--- src/rtl/div_seq.sv ---
// div_seq: multi-cycle radix-2 restoring divider for MIPS DIV/DIVU (quotient to LO, remainder to HI).
// Optional macro DIV_SEQ_ZERO_FAST_EN: a zero divisor skips the iteration and completes in 2 cycles.
module div_seq #(
  parameter int unsigned WIDTH = 32
) (
  input  logic             clk,
  input  logic             rst_n,
  input  logic             start,
  input  logic             sign,
  input  logic [WIDTH-1:0] iA,
  input  logic [WIDTH-1:0] iB,
  output logic             busy,
  output logic             done,
  output logic [WIDTH-1:0] oQ,
  output logic [WIDTH-1:0] oR
);

  localparam int unsigned   CW   = (WIDTH > 1) ? $clog2(WIDTH) : 1;
  localparam logic [CW-1:0] LAST = CW'(WIDTH - 1);

  typedef enum logic [1:0] {
    S_IDLE = 2'd0,
    S_CALC = 2'd1,
    S_SIGN = 2'd2
  } state_t;

  state_t           r_state;
  state_t           w_state_nxt;

  logic [WIDTH-1:0] r_rem;
  logic [WIDTH-1:0] r_dvd;
  logic [WIDTH-1:0] r_dvs;
  logic [CW-1:0]    r_cnt;
  logic             r_neg_q;
  logic             r_neg_r;

  logic             w_b_zero;
  logic             w_a_neg;
  logic             w_b_neg;
  logic             w_zero_fast;
  logic [WIDTH-1:0] w_a_mag;
  logic [WIDTH-1:0] w_b_mag;
  logic [WIDTH:0]   w_shift;
  logic [WIDTH:0]   w_diff;
  logic             w_borrow;
  logic             w_load;
  logic             w_step;
  logic             w_fin;

  // A zero divisor keeps the dividend raw so the iteration leaves rem = iA and q = all ones.
  assign w_b_zero = (iB == '0);
  assign w_a_neg  = sign & iA[WIDTH-1] & ~w_b_zero;
  assign w_b_neg  = sign & iB[WIDTH-1];
  assign w_a_mag  = w_a_neg ? -iA : iA;
  assign w_b_mag  = w_b_neg ? -iB : iB;

`ifdef DIV_SEQ_ZERO_FAST_EN
  assign w_zero_fast = w_b_zero;
`else
  assign w_zero_fast = 1'b0;
`endif

  // Top bit of the shifted partial remainder lives in bit WIDTH; diff[WIDTH] set means borrow.
  assign w_shift  = {r_rem, r_dvd[WIDTH-1]};
  assign w_diff   = w_shift - {1'b0, r_dvs};
  assign w_borrow = w_diff[WIDTH];

  always_ff @(posedge clk) begin
    if (!rst_n) begin
      r_state <= S_IDLE;
    end else begin
      r_state <= w_state_nxt;
    end
  end

  always_comb begin
    w_state_nxt = r_state;
    case (r_state)
      S_IDLE:  if (start) w_state_nxt = w_zero_fast ? S_SIGN : S_CALC;
      S_CALC:  if (r_cnt == LAST) w_state_nxt = S_SIGN;
      S_SIGN:  w_state_nxt = S_IDLE;
      default: w_state_nxt = S_IDLE;
    endcase
  end

  always_comb begin
    w_load = 1'b0;
    w_step = 1'b0;
    w_fin  = 1'b0;
    case (r_state)
      S_IDLE:  w_load = start;
      S_CALC:  w_step = 1'b1;
      S_SIGN:  w_fin  = 1'b1;
      default: ;
    endcase
  end

  always_ff @(posedge clk) begin
    if (!rst_n) begin
      r_rem   <= '0;
      r_dvd   <= '0;
      r_dvs   <= '0;
      r_cnt   <= '0;
      r_neg_q <= 1'b0;
      r_neg_r <= 1'b0;
      busy    <= 1'b0;
      done    <= 1'b0;
      oQ      <= '0;
      oR      <= '0;
    end else begin
      done <= w_fin;
      if (w_load) begin
        r_dvs   <= w_b_mag;
        r_cnt   <= '0;
        r_neg_q <= sign & (iA[WIDTH-1] ^ iB[WIDTH-1]) & ~w_b_zero;
        r_neg_r <= w_a_neg;
        busy    <= 1'b1;
        if (w_zero_fast) begin
          r_dvd <= '1;
          r_rem <= iA;
        end else begin
          r_dvd <= w_a_mag;
          r_rem <= '0;
        end
      end
      if (w_step) begin
        r_rem <= w_borrow ? w_shift[WIDTH-1:0] : w_diff[WIDTH-1:0];
        r_dvd <= {r_dvd[WIDTH-2:0], ~w_borrow};
        r_cnt <= r_cnt + CW'(1);
      end
      if (w_fin) begin
        busy <= 1'b0;
        oQ   <= r_neg_q ? -r_dvd : r_dvd;
        oR   <= r_neg_r ? -r_rem : r_rem;
      end
    end
  end

endmodule
--- config.mk ---
export PLATFORM = sky130hd
export DESIGN_NAME = div_seq
export DESIGN_NICKNAME = d
export VERILOG_FILES = /design/src/rtl/div_seq.sv
export SDC_FILE = /design/constraint.sdc
export NUM_CORES = 1
export LEC_CHECK = 0
export BUFFER_PORTS_ARGS = -buffer_cell sky130_fd_sc_hd__buf_2
export CAP_MARGIN = 20
export CORE_MARGIN = 4
export CORE_UTILIZATION = 50
export CTS_CLUSTER_SIZE = 8
export DETAILED_ROUTE_END_ITERATION = 7
export GPL_TIMING_DRIVEN = 0
export PLACE_DENSITY_LB_ADDON = 0.1
export SKIP_CTS_REPAIR_TIMING = 1
export SLEW_MARGIN = 20
export SYNTH_ARGS = -nofsm -noshare
export SYNTH_HDL_FRONTEND = slang
export SYNTH_SLANG_ARGS = --single-unit
--- constraint.sdc ---
create_clock -name clk -period 2.98 [get_ports clk]
set_clock_uncertainty 0.15 [all_clocks]
set_input_delay 0 -clock clk [delete_from_list [all_inputs] [get_ports clk]]
set_output_delay 0 -clock clk [all_outputs]
set_load 0.02 [all_outputs]
==> impl_metrics.csv <==
group,metric,value,unit
grt,grt_remaining_overflow,0,
critical_path,cp-start-kind,"register",
timing,finalHoldViolCount,1,
synth,ys_seq_area_frac,0.3250,
critical_path,slowest_stage,"ha_1",
synth,yosysTopAreaCell,"dfxtp_1",
cts,insertion_delay,440,ps
critical_path,path_depth,10,
cells_and_area,final_cell_area,13200,um^2
placed_design,place_congestion,0.9218,
placed_design,hpwl,23.77,mm
critical_path,cpMostUsedCell,"o21ai_0",
floorplanning,die_h,153.1,um
timing,relSlewSlack,0.3361,
pwr,power_leakage,5.359,nW
routing,routedWlPerCell,16.88,um
routing,m1WireLength,15.09,mm
synth,syn_area_per_cell,7.890,um^2
routing,via_per_inst,5.663,
min_path,min_path_type,"input port to register",
min_path,hold-path-cell-count,5,
timing,worst_hold_slack,-23.53,ps
routing,routed.top_layer,"met4",
routing,wl_met2,13.52,mm
pwr,p_per_area,597.1,nW/um^2
critical_path,rr_worst_depth,10,
floorplanning,fp.dieW,153.1,um
synth,ys_types,78,
cts,htreeDepth,4,
critical_path,worstPathMaxFanout,9,
cells_and_area,instances_no_fill,1853,
floorplanning,core_area,20490,um^2
critical_path,cp_num_buf_inv,1,
critical_path,cpPeakStageDelay,400,ps
synth,synthTopCellsByArea,"dfxtp_1 (33%), xor2_1 (7.7%), nand2_1 (6.5%)",
cts,cts_buffers,17,
critical_path,worstPathRequired,3140,ps
grt,grt_antenna_before_repair,0,
cts,clockRootBuffer,"clkbuf_16",
pwr,peakVddDrop,368.9,uV
routing,drt_iter0_drc,759,
synth,syn_nets,1442,
cells_and_area,multi_input_area,6721,um^2
floorplanning,io_pins,134,
routing,drc,0,
critical_path,crit_arrival,3090,ps
cells_and_area,drive_gt1_frac,0.1541,
cts,clkTransAtPathRegs,70,ps
grt,grt_pass1_vias,9144,
status,status,"finished with violations",
routing,via_count,10490,
routing,totalWireLength,31.27,mm
routing,routed-wl-met3,2.369,mm
timing,period_minus_slack,2926,ps
cells_and_area,syn2layout_area_growth,25.28,%
placed_design,dp.cells,1738,
timing,tightest_slew,988.3,ps
synth,yosysTopAreaCellShare,0.3250,
grt,grt_start_max_net_pins,18,
timing,finalSetupTns,0,ps
critical_path,worstSetupPathType,"register to register",
cells_and_area,nFillCells,1832,
grt,gr-usage-all-layers,0.2475,
critical_path,crit_family,"compound AO/OA/AOI/OAI gates",
placed_design,io_buffers,133,
routing,antenna_left,0,
synth,synth_area,10530,um^2
timing,fin_crit_sh,0.9820,
critical_path,critPathCaptureType,"register",
cts,clk_path_buf_depth,2,
synth,synthCells,1335,
synth,async_reset_ff_frac,0,
floorplanning,num_rows,52,
timing,finalSetupViolations,0,
flow_run,maxCapViolCount,0,
timing,fmax,0.3417,GHz
cells_and_area,diodes,0,
cts,cts_tree,"done",
synth,ys.flop_type,"dfxtp_1",
routing,firstDrtPassIters,7,
placed_design,dpl_cell_area,11540,um^2
cts,clock_sink_count,171,
floorplanning,start_util,0.5139,
synth,yosysWarnings,0,
critical_path,worstPathCellList,"inv_1 > ha_1 > a21oi_2 > o21ai_1 > a221oi_1 > o21ai_0 > or2_2 > o211a_4 > nand2_1 > o21ai_0",
floorplanning,die-area,23450,um^2
cells_and_area,nets,1677,
status,violations,"negative hold slack",
timing,drv_slew,0,
synth,synth_edf_count,0,
cells_and_area,seq_area,3440,um^2
grt,grt_first_pass_wirelength,48.30,mm
synth,yosys_register_bits,171,
final timing paths:
| kind | slack [ps] | end | from |
|---|---|---|---|
| worst max-delay path | 50 | r_rem[26] | r_dvs[27] |
| worst min-delay path | -20 | r_neg_q | sign |
| worst min register to register | 300 | oR[12] | oR[12] |
| worst max register to register | 50 | r_rem[26] | r_dvs[27] |
area by class of cell:
cell class	instances	share of cell area
clock buffers	17	0.03224
inverters	47	0.01337
repair buffers	223	0.1185
multi-input cells	1037	0.5094
plain buffers	73	0.02418
clock inverters	15	0.01602
well taps	270	0.02560
flip-flops and latches	171	0.2607
report_power, final:
| group | internal, mW | leakage [nW] | switching [mW] |
|---|---|---|---|
| combinational | 1.23 | 3.66 | 1.61 |
| sequential | 2.42 | 1.40 | 0.213 |
| clock | 1.36 | 0.300 | 1.05 |
stage by stage:
step	utilization	setup slack (ps)	total power, mW	hold WS [ps]
finish	0.6438	53.58	7.878	-23.53
detailed placement	0.5629	-257.8	5.130	151.5
CTS	0.5940	-292.1	7.512	-309.6
global placement	0.5629	-245.4	5.110	146.1
global route	0.6438	-55.89	8.272	38.30
floorplan	-	251.1	4.492	-32.50
cells in the final DEF (no fill, tap or decap), types with 8 or more instances in the layout:
cell / netlist / routed
a21oi_1: 74 / 69
o21ai_1: 8 / 13
nand4_1: 12 / 12
nor3_1: 13 / 12
inv_1: 46 / 44
a211oi_1: 26 / 26
buf_4: 0 / 9
dlygate4sd3_1: 0 / 82
a32oi_1: 14 / 14
o41ai_1: 9 / 9
nand2_1: 183 / 183
o21ai_0: 131 / 126
o31ai_1: 27 / 26
clkbuf_1: 66 / 59
nand3_1: 62 / 62
xnor2_1: 49 / 49
buf_2: 5 / 134
clkbuf_16: 0 / 18
or3_1: 20 / 20
ha_1: 38 / 36
nor2b_1: 11 / 10
dfxtp_1: 171 / 162
a21o_1: 9 / 9
a22oi_1: 29 / 29
and3_1: 8 / 8
xor2_1: 92 / 92
nor2_1: 85 / 85
o22ai_1: 13 / 13
tightest hold or removal path, stage by stage:
cell,delay (ps)
buf_2,140
o21ai_0,120
nor3_1,90
a21oi_1,120
nor2_1,50
cells in the mapped netlist, drive strengths merged, types with 8 or more instances:
master,instances
and3,8
dfxtp,171
o22ai,13
inv,47
o31ai,29
buf,13
nand3,63
xor2,92
a211oi,26
o41ai,11
nor4,13
or4,8
o21a,8
nor2,85
or3,22
ha,38
a21o,9
nor2b,11
nand4,14
o21ai,139
nand2,183
xnor2,49
a21oi,75
nor3,15
a22oi,29
a32oi,14
clkbuf,67
kinds of logic after synthesis:
logic type / count (synthesis) / share of synthesized area
buffers and inverters: 127 / 0.04740
AND/OR/NAND/NOR: 457 / 0.2162
XOR/XNOR: 141 / 0.1172
AO/OA/AOI/OAI: 392 / 0.2394
adder cells (fa/ha/maj): 39 / 0.04704
multiplexers: 8 / 0.007722
flip-flops: 171 / 0.3250
registers in the layout, indices dropped and copies added, names as in the netlist:
| name | flops |
|---|---|
| oQ | 32 |
| oR | 32 |
| r_dvd | 32 |
| r_dvs | 32 |
| r_rem | 32 |
| r_cnt | 5 |
| r_state | 2 |
| busy | 1 |
| done | 1 |
| r_neg_q | 1 |
| r_neg_r | 1 |
metal layers:
layer | global-route usage | vias up
met1 | 0.3789 | 4834
met2 | 0.3645 | 358
met3 | 0.04693 | 26
met4 | 0.04455 | 0
li1 | - | 5276
met5 | 0 | -
Note: power is estimated with default switching activity, not from simulation.
